### config.mk
export PLATFORM = sky130hd
export DESIGN_NAME = matvec_row_scheduler
export DESIGN_NICKNAME = d
export VERILOG_FILES = /design/src/rtl/matvec_row_scheduler_pkg.sv /design/src/rtl/vec_pad_mask.sv /design/src/rtl/matvec_row_scheduler.sv
export SDC_FILE = /design/constraint.sdc
export NUM_CORES = 2
export LEC_CHECK = 0
export ABC_CLOCK_PERIOD_IN_PS = 25300
export CORE_AREA = 2 2 319 321
export CTS_CLUSTER_SIZE = 24
export DETAILED_ROUTE_END_ITERATION = 7
export DIE_AREA = 0 0 321 323
export PLACE_DENSITY = 0.65
export SLEW_MARGIN = 20
export SYNTH_ARGS = -nofsm -noshare
export SYNTH_HDL_FRONTEND = slang
export SYNTH_SLANG_ARGS = --single-unit
export TNS_END_PERCENT = 1
### constraint.sdc
create_clock -name clk -period 25.3 [get_ports clk]
set_input_delay 5.06 -clock clk [delete_from_list [all_inputs] [get_ports clk]]
set_output_delay 5.06 -clock clk [all_outputs]
set_load 0.03 [all_outputs]
### src/rtl/matvec_row_scheduler_pkg.sv
// Shared definitions for the row-at-a-time matrix-vector scheduler:
// word width, FSM state encoding and a few IEEE-754 constants.
package matvec_row_scheduler_pkg;

  localparam int unsigned WORD_W = 32;

  typedef enum logic [1:0] {
    ST_IDLE  = 2'd0,
    ST_ISSUE = 2'd1,
    ST_WAIT  = 2'd2,
    ST_FIN   = 2'd3
  } state_t;

  // Single-precision constants handy for stimulus
  localparam logic [WORD_W-1:0] FP_ONE = 32'h3F80_0000;
  localparam logic [WORD_W-1:0] FP_TWO = 32'h4000_0000;

endpackage

### src/rtl/vec_pad_mask.sv
// Zeroes every word of a packed vector whose index is >= len.
// Ports:
//   vec      - MBUF packed 32-bit words, word i at bits [i*32 +: 32]
//   len      - runtime length; words at index >= len are forced to 0
//   masked_c - combinational masked copy of vec
module vec_pad_mask
  import matvec_row_scheduler_pkg::*;
#(
  parameter int unsigned MBUF = 3
) (
  input  logic [WORD_W*MBUF-1:0] vec,
  input  logic [WORD_W-1:0]      len,
  output logic [WORD_W*MBUF-1:0] masked_c
);

  always_comb begin
    masked_c = '0;
    for (int unsigned i = 0; i < MBUF; i++) begin
      if (WORD_W'(i) < len) begin
        masked_c[i*WORD_W +: WORD_W] = vec[i*WORD_W +: WORD_W];
      end
    end
  end

endmodule

### src/rtl/matvec_row_scheduler.sv
// Issues one matrix row at a time to a shared dot-product engine and
// gathers the scalars into a result vector.
// Ports:
//   clk, rst         - clock, asynchronous active-high reset
//   start, l, m      - request and runtime dimensions (sampled in IDLE)
//   A, x             - row-major matrix and input vector (latched on accept)
//   dp_a, dp_b       - masked operand vectors to the engine
//   dp_vlen          - latched column count
//   dp_start         - one-cycle launch pulse
//   dp_done          - one-cycle completion pulse, dp_result valid with it
//   result           - word i holds the row i dot product
//   busy, done, err  - status; err is sticky until the next accepted start
module matvec_row_scheduler
  import matvec_row_scheduler_pkg::*;
#(
  parameter int unsigned LBUF    = 3,
  parameter int unsigned MBUF    = 3,
  parameter int unsigned TIMEOUT = 1024
) (
  input  logic                          clk,
  input  logic                          rst,
  input  logic                          start,
  input  logic [WORD_W-1:0]             l,
  input  logic [WORD_W-1:0]             m,
  input  logic [WORD_W*LBUF*MBUF-1:0]   A,
  input  logic [WORD_W*MBUF-1:0]        x,
  output logic [WORD_W*MBUF-1:0]        dp_a,
  output logic [WORD_W*MBUF-1:0]        dp_b,
  output logic [WORD_W-1:0]             dp_vlen,
  output logic                          dp_start,
  input  logic                          dp_done,
  input  logic [WORD_W-1:0]             dp_result,
  output logic [WORD_W*LBUF-1:0]        result,
  output logic                          busy,
  output logic                          done,
  output logic                          err
);

  localparam int unsigned ROW_W = $clog2(LBUF + 1);
  localparam int unsigned VEC_W = WORD_W * MBUF;
  localparam int unsigned MAT_W = WORD_W * LBUF * MBUF;
  localparam int unsigned WD_W  = $clog2(TIMEOUT) + 1;

  state_t               state_q, state_d;
  logic [ROW_W-1:0]     row_q, row_d, row_inc;
  logic [WORD_W-1:0]    l_q, l_d, m_q, m_d;
  logic [MAT_W-1:0]     a_q, a_d;
  logic [VEC_W-1:0]     x_q, x_d;
  logic [WD_W-1:0]      wdog_q, wdog_d;

  logic [VEC_W-1:0]     dp_a_d, dp_b_d;
  logic [WORD_W-1:0]    dp_vlen_d;
  logic                 dp_start_d, busy_d, done_d, err_d;
  logic [WORD_W*LBUF-1:0] result_d;

  logic [VEC_W-1:0]     row_src, x_src, a_pad_c, x_pad_c;
  logic [WORD_W-1:0]    len_src;
  logic                 dims_ok;

  assign row_inc = row_q + ROW_W'(1);
  assign dims_ok = (l != '0) && (l <= 32'(LBUF)) && (m != '0) && (m <= 32'(MBUF));

  // Operands are registered on the edge that enters ISSUE: on acceptance the
  // first row comes straight from the inputs, afterwards from the latched copy.
  always_comb begin
    if (state_q == ST_IDLE) begin
      row_src = A[VEC_W-1:0];
      x_src   = x;
      len_src = m;
    end else begin
      row_src = a_q[32'(row_inc)*VEC_W +: VEC_W];
      x_src   = x_q;
      len_src = m_q;
    end
  end

  vec_pad_mask #(.MBUF(MBUF)) u_mask_a (
    .vec      (row_src),
    .len      (len_src),
    .masked_c (a_pad_c)
  );

  vec_pad_mask #(.MBUF(MBUF)) u_mask_x (
    .vec      (x_src),
    .len      (len_src),
    .masked_c (x_pad_c)
  );

  // Next-state and next-output logic
  always_comb begin
    state_d    = state_q;
    row_d      = row_q;
    l_d        = l_q;
    m_d        = m_q;
    a_d        = a_q;
    x_d        = x_q;
    wdog_d     = wdog_q;
    dp_a_d     = dp_a;
    dp_b_d     = dp_b;
    dp_vlen_d  = dp_vlen;
    dp_start_d = 1'b0;
    result_d   = result;
    done_d     = 1'b0;
    err_d      = err;

    case (state_q)
      ST_IDLE: begin
        if (start) begin
          if (dims_ok) begin
            l_d        = l;
            m_d        = m;
            a_d        = A;
            x_d        = x;
            row_d      = '0;
            result_d   = '0;
            err_d      = 1'b0;
            dp_vlen_d  = m;
            dp_a_d     = a_pad_c;
            dp_b_d     = x_pad_c;
            dp_start_d = 1'b1;
            state_d    = ST_ISSUE;
          end else begin
            err_d   = 1'b1;
            done_d  = 1'b1;
            state_d = ST_FIN;
          end
        end
      end
      ST_ISSUE: begin
        wdog_d  = '0;
        state_d = ST_WAIT;
      end
      ST_WAIT: begin
        // A completion in the expiry cycle takes priority over the watchdog
        if (dp_done) begin
          result_d[32'(row_q)*WORD_W +: WORD_W] = dp_result;
          if (32'(row_q) == l_q - 32'd1) begin
            done_d  = 1'b1;
            state_d = ST_FIN;
          end else begin
            row_d      = row_inc;
            dp_a_d     = a_pad_c;
            dp_b_d     = x_pad_c;
            dp_start_d = 1'b1;
            state_d    = ST_ISSUE;
          end
        end else if (wdog_q == WD_W'(TIMEOUT - 1)) begin
          err_d   = 1'b1;
          done_d  = 1'b1;
          state_d = ST_FIN;
        end else begin
          wdog_d = wdog_q + WD_W'(1);
        end
      end
      ST_FIN: begin
        state_d = ST_IDLE;
      end
      default: begin
        state_d = ST_IDLE;
      end
    endcase

    busy_d = (state_d != ST_IDLE);
  end

  // State and output registers
  always_ff @(posedge clk or posedge rst) begin
    if (rst) begin
      state_q  <= ST_IDLE;
      row_q    <= '0;
      l_q      <= '0;
      m_q      <= '0;
      a_q      <= '0;
      x_q      <= '0;
      wdog_q   <= '0;
      dp_a     <= '0;
      dp_b     <= '0;
      dp_vlen  <= '0;
      dp_start <= 1'b0;
      result   <= '0;
      busy     <= 1'b0;
      done     <= 1'b0;
      err      <= 1'b0;
    end else begin
      state_q  <= state_d;
      row_q    <= row_d;
      l_q      <= l_d;
      m_q      <= m_d;
      a_q      <= a_d;
      x_q      <= x_d;
      wdog_q   <= wdog_d;
      dp_a     <= dp_a_d;
      dp_b     <= dp_b_d;
      dp_vlen  <= dp_vlen_d;
      dp_start <= dp_start_d;
      result   <= result_d;
      busy     <= busy_d;
      done     <= done_d;
      err      <= err_d;
    end
  end

endmodule

==> metrics.yaml <==
status:
  status: "complete, no violations"
clock_tree:
  path_clk_slew_ns: 0.06
  post_cts_resized: 0
  h-tree-depth: 3
  cts_hold_buf: 0
  cts.path.max_buffers: 3
  numCtsBuffers: 84
  clock_latency_ns: 0.65
  cts_tree: "yes"
  postCtsSetupBuffers: 0
  cts.sink_count: 755
  cts-root-buf: "clkbuf_16"
synthesis:
  netlist.area_leader.share_pct: 56.6
  async_flop_share_pct: 100
  syn_avg_cell_area_sq_um: 9.58
  ys_seq_elements: 755
  synth_edf_count: 0
  synth_top_area_cell: "dfrtp_1"
  ys_seq_area_share_pct: 56.6
  yosysUniqueCellTypes: 58
  synth_nets: 3972
  synth_ff_type: "dfrtp_1"
  syn-cell-area_sq_um: 33400
  netlist_instances: 3483
  ys_top_cells_by_area: "dfrtp_1, nand2_1, mux2_4"
  yosys_warnings: 0
route:
  wire_per_inst_um: 21.0
  viasPerCell: 4.97
  postRouteAntennaNets: 0
  routed-via-count: 27700
  drt-total-wl_mm: 117
  drc_errors: 0
  drt_iter0_drc: 2215
  drt-pass1-iter-count: 5
sta:
  fin_crit_ns: 9.98
  rsz0062_at_grt: "false"
  slew_violations: 0
  hold_violations: 0
  slew_headroom_pct: 24.2
  setup_ws_ns: 15.32
  max_freq_mhz: 100
  setup_viol: 0
  fin_crit_sh_pct: 39.4
  setup_tns_ns: 0
  skew_ns: 0.0245
  worstMarginPinSlew_ns: 1.14
die:
  rows: 117
  die_w_um: 321
  core_sq_um: 101000
  start_util_pct: 33.1
  die_h_um: 323
  dieArea_sq_um: 104000
  ios: 808
critical_path:
  cpMaxStageDelayCell: "buf_4"
  rrSetupSlack_ns: 20.34
  cp.required_ns: 25.82
  crit_buf_inv: 5
  crit_path_end: "dp_a[60]"
  max_stage_delay_ns: 0.89
  worstSetupStartpoint: "m[30]"
  path_max_fanout: 81
  crit_cells: 12
  worstSetupEndpointType: "flop"
  r2r-start: "state_q[1]"
  r2r-end: "dp_a[60]"
  cpMostUsedCell: "buf_4"
  path_cells: "clkdlybuf4s50_1 > nor4_1 > nand4_1 > nor4_1 > nand4_1 > buf_4 > nand2_1 > nand2_2 > inv_8 > buf_4 > buf_4 > mux2_2"
  crit_type: "input pin to flop"
  startpoint_type: "input pin"
  reg2regPathDepth: 10
  cp.arrival_ns: 10.50
  critPathTopFamily: "buffers and inverters"
power_and_ir_drop:
  power.leakage_nw: 21.3
  total_power_w: 0.00443
  p_comb_share_pct: 39.8
  switching_power_w: 0.00172
  intPower_w: 0.00271
  switching_share_pct: 38.8
  worst_ir_drop_vdd_mv: 0.0774
  p_seq_share_pct: 33.1
  pwr-share-clk_pct: 27.1
  p_per_area_nw_per_um2: 97.9
place:
  io_buffer_count: 807
  place_congestion: 0.834
  hpwl_mm: 79.5
  dp_slack_ns: 14.77
cells_and_area:
  final_common_cell: "nand2_1"
  multiInputGateArea_sq_um: 13500
  num-fill-cells: 9486
  area_growth_pct: 35.7
  drive_above_1_share_pct: 9.55
  regArea_sq_um: 18900
  layout.nets: 4670
  mostFrequentLayoutCells: "nand2_1, clkdlybuf4s50_1, dfrtp_1"
grt:
  grt_overflow: 0
  grt_max_degree: 198
  grt_pass1_wl_mm: 175
  grt_pass1_vias: 28000
  antenna_found_initial: 44
  grtUsageTotal_pct: 22.0
flow_run:
  cap_violations: 0
hold_path:
  hold_path.class: "flop to flop"
## flip-flops by register name, indices dropped and copies added, names as in the netlist, 11 cells and up
signal / count
dp_b: 96
m_q: 32
a_q: 288
dp_a: 96
wdog_q: 11
result: 96
x_q: 96
l_q: 32
## cells by family (layout without fill, tap and decap cells)
kind of cell,after synthesis,count (layout),share of synthesized area [%]
flip-flops,755,755,56.6
buffers and inverters,249,1009,3.14
AO/OA/AOI/OAI,392,392,8.02
adder cells (fa/ha/maj),5,5,0.188
XOR/XNOR,14,14,0.368
other,0,29,0
multiplexers,257,257,9.78
AND/OR/NAND/NOR,1811,1811,21.9
## layer usage
layer / vias up / wire length (um) / global-route usage (%)
met5: - / 183 / 0
met4: 26 / 5600 / 11.9
met3: 241 / 8590 / 6.03
met2: 940 / 55600 / 35.3
met1: 13600 / 46900 / 26.8
li1: 13000 / - / -
## tightest hold or removal path, stage by stage, from the launching register on
cell and delay, ns:
dfrtp_1 0.33, nand2_1 0.05, nand2_1 0.04
## how the worst min path moves through the flow
stage,depth (start not counted),to,from,slack (ns)
after floorplan,2,a_q[192],a_q[192],0.43
after global placement,2,a_q[8],a_q[8],0.44
after detailed placement,2,a_q[270],a_q[270],0.45
after CTS,2,a_q[15],a_q[15],0.46
after global routing,2,x_q[6],x_q[6],0.48
final,2,a_q[14],a_q[14],0.46
## cell type report
| class | instances | area share, % |
|---|---|---|
| Antenna cell | 29 | 0.160 |
| Clock buffer | 121 | 5.31 |
| Clock inverter | 27 | 0.567 |
| Inverter | 10 | 0.108 |
| Multi-Input combinational cell | 2479 | 29.8 |
| Sequential cell | 755 | 41.8 |
| Tap cell | 1309 | 3.62 |
| Timing Repair Buffer | 851 | 18.7 |
## power by group through the flow
stage | Clock (W) | Combinational [W] | Sequential, W
floorplan | 0 | 0.000778 | 0.00172
CTS | 0.00123 | 0.00177 | 0.00147
finish | 0.00120 | 0.00176 | 0.00147
global route | 0.00128 | 0.00186 | 0.00148
detailed placement | 0 | 0.00177 | 0.00148
global placement | 0 | 0.00176 | 0.00148
## synth_stat cells, types with 7 or more instances
master	number
a221o_1	34
nor4_1	29
nand4_1	8
mux2_4	109
inv_1	9
buf_1	7
mux2i_1	32
buf_6	13
nor2_1	95
o21ai_0	135
a21oi_1	72
mux2_1	9
xor2_1	8
nor3_1	76
a221oi_1	64
buf_2	11
and2_1	57
nand3_1	15
nand2_1	1496
dfrtp_1	755
mux2_2	107
o2bb2ai_1	64
clkbuf_1	208
## through the flow
| step | hold slack [ns] | std cells | util (%) | area (sq um) |
|---|---|---|---|---|
| detailed placement | 0.451 | 5404 | 42.2 | 42500 |
| floorplan | 0.433 | 3483 | - | 33400 |
| global placement | 0.445 | 5404 | 42.2 | 42500 |
| finish | 0.457 | 5581 | 44.9 | 45200 |
| global route | 0.478 | 5577 | 44.9 | 45200 |
| CTS | 0.464 | 5552 | 44.8 | 45200 |
Note: power is estimated with default switching activity, not from simulation.
